[config.mk]
export PLATFORM = sky130hd
export DESIGN_NAME = fifo_ctrl_flat
export DESIGN_NICKNAME = d
export VERILOG_FILES = /design/src/rtl/sdp_dc_ram_pkg.sv /design/src/rtl/sdp_dc_ram_if.sv /design/src/rtl/fifo_ptr.sv /design/src/rtl/fifo_ctrl.sv /design/src/flat_wrapper.sv
export SDC_FILE = /design/constraint.sdc
export NUM_CORES = 1
export LEC_CHECK = 0
export ABC_AREA = 1
export CAP_MARGIN = 5
export CORE_AREA = 10 10 78 80
export CTS_CLUSTER_DIAMETER = 30
export DETAILED_ROUTE_END_ITERATION = 8
export DIE_AREA = 0 0 88 90
export PLACE_DENSITY_LB_ADDON = 0.1
export SLEW_MARGIN = 20
export SYNTH_ARGS = -nofsm -noshare
export SYNTH_HDL_FRONTEND = slang
export SYNTH_HIERARCHICAL = 1
export SYNTH_SLANG_ARGS = --single-unit
[constraint.sdc]
create_clock -name clk -period 2.4 [get_ports clk]
set_input_delay 0.48 -clock clk [delete_from_list [all_inputs] [get_ports clk]]
set_output_delay 0.48 -clock clk [all_outputs]
set_load 0.01 [all_outputs]
[src/rtl/sdp_dc_ram_pkg.sv]
// Shared types and sizes for the simple dual-port RAM and its FIFO controller.
package sdp_dc_ram_pkg;

  localparam int unsigned W_DATA  = 8;
  localparam int unsigned W_ADDR  = 4;
  localparam int unsigned W_DEPTH = 2 ** W_ADDR;

  typedef logic [W_DATA-1:0] data_t;
  typedef logic [W_ADDR-1:0] addr_t;
  typedef logic [W_ADDR:0]   ptr_t;
  typedef logic [W_ADDR:0]   cnt_t;

  // Pointer increment wraps naturally at 2**(W_ADDR+1); the MSB acts as the lap bit.
  function automatic ptr_t ptr_inc(input ptr_t p);
    return p + ptr_t'(1);
  endfunction

endpackage

[src/rtl/sdp_dc_ram_if.sv]
// Memory port bundle for sdp_dc_ram: write side on port A, read side on port B.
interface sdp_dc_ram_if;
  import sdp_dc_ram_pkg::*;

  logic  we;
  addr_t wr_addr_a;
  data_t data_a;
  logic  re;
  addr_t rd_addr_b;
  data_t rd_data_a;

  modport ram (
    input  we, wr_addr_a, data_a, re, rd_addr_b,
    output rd_data_a
  );

  modport ctrl (
    output we, wr_addr_a, data_a, re, rd_addr_b,
    input  rd_data_a
  );

endinterface

[src/rtl/fifo_ptr.sv]
// W_ADDR+1-bit FIFO pointer register with increment enable and async active-low reset.
module fifo_ptr
  import sdp_dc_ram_pkg::*;
(
  input  logic clk,
  input  logic rst,
  input  logic inc,
  output ptr_t ptr
);

  ptr_t ptr_q;

  always_ff @(posedge clk or negedge rst) begin
    if (!rst) begin
      ptr_q <= '0;
    end else if (inc) begin
      ptr_q <= ptr_inc(ptr_q);
    end
  end

  assign ptr = ptr_q;

endmodule

[src/rtl/fifo_ctrl.sv]
// Single-clock FIFO controller driving an sdp_dc_ram through the ctrl modport.
// Define FIFO_ERR_FLAGS_EN to add sticky overflow/underflow outputs.
module fifo_ctrl
  import sdp_dc_ram_pkg::*;
(
  input  logic             clk,
  input  logic             rst,
  input  logic             push,
  input  data_t            data_in,
  output logic             full,
  input  logic             pop,
  output data_t            data_out,
  output logic             dout_valid,
  output logic             empty,
  output cnt_t             count,
  sdp_dc_ram_if.ctrl       mem_if
`ifdef FIFO_ERR_FLAGS_EN
  ,
  output logic             overflow,
  output logic             underflow
`endif
);

  ptr_t wr_ptr;
  ptr_t rd_ptr;
  logic push_ok;
  logic pop_ok;
  cnt_t count_q;
  cnt_t count_d;
  logic dout_valid_q;

  fifo_ptr u_wr_ptr (
    .clk (clk),
    .rst (rst),
    .inc (push_ok),
    .ptr (wr_ptr)
  );

  fifo_ptr u_rd_ptr (
    .clk (clk),
    .rst (rst),
    .inc (pop_ok),
    .ptr (rd_ptr)
  );

  // Same address with differing lap bits means the writer is one full lap ahead.
  always_comb begin
    empty   = (wr_ptr == rd_ptr);
    full    = (wr_ptr[W_ADDR-1:0] == rd_ptr[W_ADDR-1:0]) && (wr_ptr[W_ADDR] != rd_ptr[W_ADDR]);
    push_ok = push && !full;
    pop_ok  = pop && !empty;
  end

  always_comb begin
    count_d = count_q;
    unique case ({push_ok, pop_ok})
      2'b10:   count_d = count_q + cnt_t'(1);
      2'b01:   count_d = count_q - cnt_t'(1);
      default: count_d = count_q;
    endcase
  end

  always_ff @(posedge clk or negedge rst) begin
    if (!rst) begin
      count_q      <= '0;
      dout_valid_q <= 1'b0;
    end else begin
      count_q      <= count_d;
      dout_valid_q <= pop_ok;
    end
  end

  assign mem_if.we        = push_ok;
  assign mem_if.wr_addr_a = wr_ptr[W_ADDR-1:0];
  assign mem_if.data_a    = data_in;
  assign mem_if.re        = pop_ok;
  assign mem_if.rd_addr_b = rd_ptr[W_ADDR-1:0];

  // The RAM registers read data on the same edge that registers dout_valid.
  assign data_out   = mem_if.rd_data_a;
  assign dout_valid = dout_valid_q;
  assign count      = count_q;

`ifdef FIFO_ERR_FLAGS_EN
  logic overflow_q;
  logic underflow_q;

  always_ff @(posedge clk or negedge rst) begin
    if (!rst) begin
      overflow_q  <= 1'b0;
      underflow_q <= 1'b0;
    end else begin
      if (push && full) overflow_q <= 1'b1;
      if (pop && empty) underflow_q <= 1'b1;
    end
  end

  assign overflow  = overflow_q;
  assign underflow = underflow_q;
`endif

endmodule

[src/flat_wrapper.sv]
// flat-port wrapper written by rule: the top's interface ports become plain ports
module fifo_ctrl_flat import sdp_dc_ram_pkg::*;
  (clk, rst, push, data_in, full, pop, data_out, dout_valid, empty, count, mem_if_we, mem_if_wr_addr_a, mem_if_data_a, mem_if_re, mem_if_rd_addr_b, mem_if_rd_data_a);
  sdp_dc_ram_if mem_if_i ();
  input  logic clk;
  input  logic rst;
  input  logic push;
  input  data_t data_in;
  output logic full;
  input  logic pop;
  output data_t data_out;
  output logic dout_valid;
  output logic empty;
  output cnt_t count;
  output wire logic [$bits(mem_if_i.we)-1:0] mem_if_we;
  output wire logic [$bits(mem_if_i.wr_addr_a)-1:0] mem_if_wr_addr_a;
  output wire logic [$bits(mem_if_i.data_a)-1:0] mem_if_data_a;
  output wire logic [$bits(mem_if_i.re)-1:0] mem_if_re;
  output wire logic [$bits(mem_if_i.rd_addr_b)-1:0] mem_if_rd_addr_b;
  input wire logic [$bits(mem_if_i.rd_data_a)-1:0] mem_if_rd_data_a;
  assign mem_if_we = mem_if_i.we;
  assign mem_if_wr_addr_a = mem_if_i.wr_addr_a;
  assign mem_if_data_a = mem_if_i.data_a;
  assign mem_if_re = mem_if_i.re;
  assign mem_if_rd_addr_b = mem_if_i.rd_addr_b;
  assign mem_if_i.rd_data_a = mem_if_rd_data_a;
  fifo_ctrl u_core (.clk(clk), .rst(rst), .push(push), .data_in(data_in), .full(full), .pop(pop), .data_out(data_out), .dout_valid(dout_valid), .empty(empty), .count(count), .mem_if(mem_if_i));
endmodule
; Yosys cells after proc, flatten, opt, wreduce, memory -nomap -nowiden
; Index checks and enable logic that the tools add are counted.
; W data, S select, Z words.
[op_classes]
muxes = 1
reduce_logical = 6
addsub = 4
eq_ne = 5
[ops]
columns = cell, n
row1 = $add A5 B1 Y5 const B, 3
row2 = $pmux W5 S2, 1
row3 = $eq A5 B5 Y1, 1
row4 = $sub A5 B1 Y5 const B, 1
row5 = $eq A4 B4 Y1, 1
row6 = $logic_and A1 B1 Y1, 3
row7 = $eq A2 B1 Y1 const B, 1
row8 = $eq A2 B2 Y1 const B, 1
row9 = $logic_not A1 Y1, 2
row10 = $reduce_bool A2 Y1, 1
row11 = $ne A1 B1 Y1, 1
[word_totals]
out_inout_bits = 34
inputBits = 20
wordCells = 20
register_bits = 16

; Logic depth before layout (Yosys ltp)
[logic_depth]
depth_word = 6
depth_mapped = 17
ltp_nobuf = 17

; Hierarchy
; The synthesis kept the hierarchy.
[modules_own_cells]
columns = mod, instances, seq_area_each_um2, cells_per_inst, area_per_inst_um2
row1 = fifo_ctrl, 1, 150.1, 98, 645.6
row2 = fifo_ptr, 2, 125.1, 27, 235.2

; Worst setup path before layout
; OpenSTA, ideal clock, no wires.
[synth_path]
path_type = register -> register
startpoint = register u_core.u_rd_ptr.ptr_q[0] (netlist: u_core/u_rd_ptr/ptr[0])
endpoint = register u_core.count_q[4] (netlist: u_core/count[4])
path_slack_ns = 0.190
period_less_slack_ns = 2.210
path_buffers = 0
arrival_ns = 2.093
path_stages_with_launch = 17
setup_time_ns = 0.117
required_time_ns = 2.283
cell_sequence = dfrtp_1 -> inv_1 -> nand2_1 -> nand2_1 -> nor2_2 -> nand3_1 -> nand2_1 -> inv_1 -> ha_1 -> inv_1 -> fa_1 -> inv_1 -> nand2_1 -> nand2_1 -> nand3_1 -> nand3_1 -> nand2_1
[synth_between]
elab_cells_between_ends = 11
cone_classes = eq/ne: 4 / mux: 1 / reduce/logical: 6
[synth_rtl]
columns = element, line_no
row1 = "start, declared", fifo_ptr.sv:11  ; ptr_t ptr_q;
row2 = "start signal, assigned", fifo_ptr.sv:17  ; ptr_q <= ptr_inc(ptr_q);
row3 = $eq A5 B5 Y1 *, fifo_ctrl.sv:48  ; empty = (wr_ptr == rd_ptr);
row4 = $logic_not A1 Y1 *, fifo_ctrl.sv:51  ; pop_ok = pop && !empty;
row5 = $logic_and A1 B1 Y1 *, fifo_ctrl.sv:51
row6 = net mem_if_re, flat_wrapper.sv:18  ; output wire logic [$bits(mem_if_i.re)-1:0] mem_if_re;
row7 = $eq A2 B1 Y1 / $eq A2 B2 Y1 (equally long branches), fifo_ctrl.sv:56  ; unique case ({push_ok, pop_ok})
row8 = $pmux W5 S2 / $reduce_bool A2 Y1 (equally long branches), --
row9 = "end signal, assigned", fifo_ctrl.sv:68  ; count_q <= count_d;
row10 = "end, declared", fifo_ctrl.sv:28  ; cnt_t count_q;
; Mark *: on every way through the listed nets, which the timed path passes. The rest lies on a longest branch.
; A chain may end at the register's enable or synchronous reset.

; Worst setup path in the final report
[layout_path]
startpoint = register u_core.u_wr_ptr.ptr_q[1] (netlist: u_core/u_wr_ptr/ptr[1])
endpoint = output port mem_if_we
[layout_between]
elab_chain_len = 4
[layout_lines]
columns = element, line_no
row1 = "start, declared", fifo_ptr.sv:11
row2 = "start signal, assigned", fifo_ptr.sv:17
row3 = $eq A4 B4 Y1, fifo_ctrl.sv:49  ; full = (wr_ptr[W_ADDR-1:0] == rd_ptr[W_ADDR-1:0]) && (wr_ptr[W_ADDR] != rd_ptr[W_ADDR]);
row4 = $logic_and A1 B1 Y1, fifo_ctrl.sv:49
row5 = $logic_not A1 Y1, fifo_ctrl.sv:50  ; push_ok = push && !full;
row6 = $logic_and A1 B1 Y1, fifo_ctrl.sv:50
row7 = "end, declared", flat_wrapper.sv:15  ; output wire logic [$bits(mem_if_i.we)-1:0] mem_if_we;
; Every way passes these cells.

==> impl_metrics.env <==
export IMPL_crit_required_ns=1.92
export IMPL_setup_violations=0
export IMPL_synth_cell_type_count=19
export IMPL_n_antenna_cell=0
export IMPL_fillers=499
export IMPL_place_gp_congestion=0.803
export IMPL_via_per_inst=4.04
export IMPL_max_clock_freq_mhz=462
export IMPL_clkTransAtPathRegs_ns=0.07
export IMPL_fin_crit_ns=2.17
export IMPL_netlist_top_cells_count="45 x nand2_1, 30 x inv_1, 16 x buf_4, 16 x dfrtp_1"
export IMPL_routed_wl_mm=2.55
export IMPL_ff_latch_area_um2=404
export IMPL_dp_final_hpwl_mm=2.05
export IMPL_vias=900
export IMPL_clockBufferDepth=2
export IMPL_synth_edff_count=0
export IMPL_setup_worst_path_start_class="flop"
export IMPL_fp_dieH_um=90
export IMPL_ctsHtreeMaxLevel=1
export IMPL_core_region_area_mm2=0.00460
export IMPL_synth_main_ff_cell="dfrtp_1"
export IMPL_drv_cap=0
export IMPL_synth_top_area_share=0.359
export IMPL_yosysSeqAreaShare=0.359
export IMPL_track_usage=0.0669
export IMPL_syn2layout_area_growth_pct=25.4
export IMPL_r2r_cells=14
export IMPL_die_area_mm2=0.00792
export IMPL_worstSetupEndpointType="output port"
export IMPL_hold_end="u_core/u_wr_ptr/ptr[4]$_DFFE_PN0P_"
export IMPL_leakagePower_nw=0.755
export IMPL_synth_nets=179
export IMPL_dp_cells=219
export IMPL_cts_hold_buffers=0
export IMPL_finalPower_w=0.00196
export IMPL_grt_overflow=0
export IMPL_rsz0062_at_grt="false"
export IMPL_netlist_instances=152
export IMPL_holdWs_ns=0.525
export IMPL_max_slew_margin=0.853
export IMPL_synth_area_leaders="dfrtp_1 36%, nand2_1 15%, buf_4 11%"
export IMPL_worstMarginPinSlew_ns=0.220
export IMPL_antenna_found_initial=0
export IMPL_cp_arrival_ns=1.69
export IMPL_power_density_mw_per_mm2=1400
export IMPL_synth_area_mm2=0.00112
export IMPL_multi_input_area_um2=477
export IMPL_dr_pass1_iters=4
export IMPL_rrSetupSlack_ns=0.27
export IMPL_start_util=0.243
export IMPL_clock_latency_ns=0.25
export IMPL_finalSetupTns_ns=0
export IMPL_rows=25
export IMPL_postCtsSetupBuffers=0
export IMPL_finClkSkew_ns=0.00314
export IMPL_grt_pass1_wl_mm=4.35
export IMPL_reg2reg_from="u_core/u_wr_ptr/ptr[1]$_DFFE_PN0P_"
export IMPL_grt_max_degree=17
export IMPL_synthArstFlopShare=1.00
export IMPL_synth_warnings=6
export IMPL_drc=0
export IMPL_pin_count=54
export IMPL_cts_tree="built"
export IMPL_cts_buffers=3
export IMPL_cts_root_buf="clkbuf_8"
export IMPL_synth_seq_cells=16
export IMPL_dieWidth_um=88
export IMPL_hold_viol=0
export IMPL_hp_start="u_core/u_wr_ptr/ptr[4]$_DFFE_PN0P_"
export IMPL_slew_violations=0
export IMPL_first_iter_violations=31
export IMPL_fin_crit_sh=0.902
export IMPL_port_buffers=21
export IMPL_crit_type="flop to output port"
export IMPL_avgSynthCellArea_um2=7.34
export IMPL_hold_path_cell_count=2
export IMPL_synth_most_common_cell="nand2_1"
export IMPL_vdd_drop_max_mv=0.447
export IMPL_reg2reg_to="u_core/count[4]$_DFFE_PN0P_"
export IMPL_stdcell_count=223
export IMPL_synth_top_area_cell="dfrtp_1"
export IMPL_wl_per_cell_um=11.4
export IMPL_drive_above_1_share=0.142
export IMPL_cts_sinks=16
export IMPL_worstPathMaxFanout=6
export IMPL_status="completed"
export IMPL_hold_class="flop to flop"
export IMPL_fin_nets=197
export IMPL_antenna_left=0
export IMPL_grt_pass1_vias=947
-- registers in the layout, indices dropped and copies added (netlist names) --
| register | flops |
|---|---|
| u_core/dout_valid | 1 |
| u_core/count | 5 |
| u_core/u_rd_ptr/ptr | 5 |
| u_core/u_wr_ptr/ptr | 5 |
-- timing repair --
action / in CTS / in global routing
setup endpoints to repair: 1 / 2
cloned: 0 / 0
resized for setup: 3 / 2
-- final cells by class --
class / instances / share of cell area
multi-input combinational: 88 / 0.340
sequential: 16 / 0.289
timing repair buffer: 30 / 0.200
inverter: 31 / 0.0831
tap: 54 / 0.0483
clock buffer: 4 / 0.0393
-- cells by family (layout without fill, tap and decap cells) --
logic type,count (synthesis),after routing,synth area share
AND/OR/NAND/NOR,69,69,0.266
buffers and inverters,48,65,0.216
flip-flops,16,16,0.359
adder cells (fa/ha/maj),7,7,0.0852
AO/OA/AOI/OAI,6,6,0.0269
XOR/XNOR,6,6,0.0471
-- layout by cell type, fill, tap and decap left out, types with 4 or more instances in the layout --
cell type	count
buf_4	9
clkbuf_8	4
clkdlybuf4s50_1	20
dfrtp_1	13
ha_1	5
inv_1	30
nand2_1	45
nand3_1	7
nor2_1	7
o21ai_0	4
xor2_1	4
-- where the power goes --
group | total (W) | switching (W) | internal, W
logic | 0.00116 | 0.000589 | 0.000576
clock network | 0.000241 | 0.0000950 | 0.000145
registers | 0.000555 | 0.000142 | 0.000412
-- how the worst max path moves through the flow --
| stage | from | endpoint | slack (ns) | depth (start not counted) |
|---|---|---|---|---|
| after floorplan | u_core/u_rd_ptr/ptr[0]$_DFFE_PN0P_ | u_core/count[4]$_DFFE_PN0P_ | 0.19 | 16 |
| after global placement | pop | u_core/count[4]$_DFFE_PN0P_ | 0.11 | 12 |
| after detailed placement | pop | u_core/count[4]$_DFFE_PN0P_ | 0.06 | 12 |
| after CTS | u_core/u_wr_ptr/ptr[1]$_DFFE_PN0P_ | mem_if_re | 0.008 | 9 |
| after global routing | u_core/u_wr_ptr/ptr[1]$_DFFE_PN0P_ | u_core/count[4]$_DFFE_PN0P_ | 0.02 | 15 |
| final | u_core/u_wr_ptr/ptr[1]$_DFFE_PN0P_ | mem_if_we | 0.23 | 7 |
-- metal layers --
metal	vias to the layer above	GRT usage	share of wire
li1	471	-	-
met1	397	0.0718	0.42
met2	30	0.110	0.46
met3	2	0.0343	0.12
met4	0	0.0199	0.0075
met5	-	0	0
-- metrics by stage --
stage | utilization | cell area [µm²] | worst slack, ns
floorplan | - | 1120 | 0.190
CTS | 0.303 | 1400 | 0.00807
detailed placement | 0.291 | 1340 | 0.0647
global route | 0.304 | 1400 | 0.0159
finish | 0.304 | 1400 | 0.234
global placement | 0.291 | 1340 | 0.107
-- worst max-delay path, cell delays in order (launching register included) --
cell and delay, ns:
dfrtp_2 0.44, nand2_1 0.08, nand2_1 0.05, nor2_2 0.14, nand3_2 0.11, nand2_2 0.10, inv_2 0.04, clkdlybuf4s50_1 0.47
No activity file was read; power rests on OpenSTA's default activity.
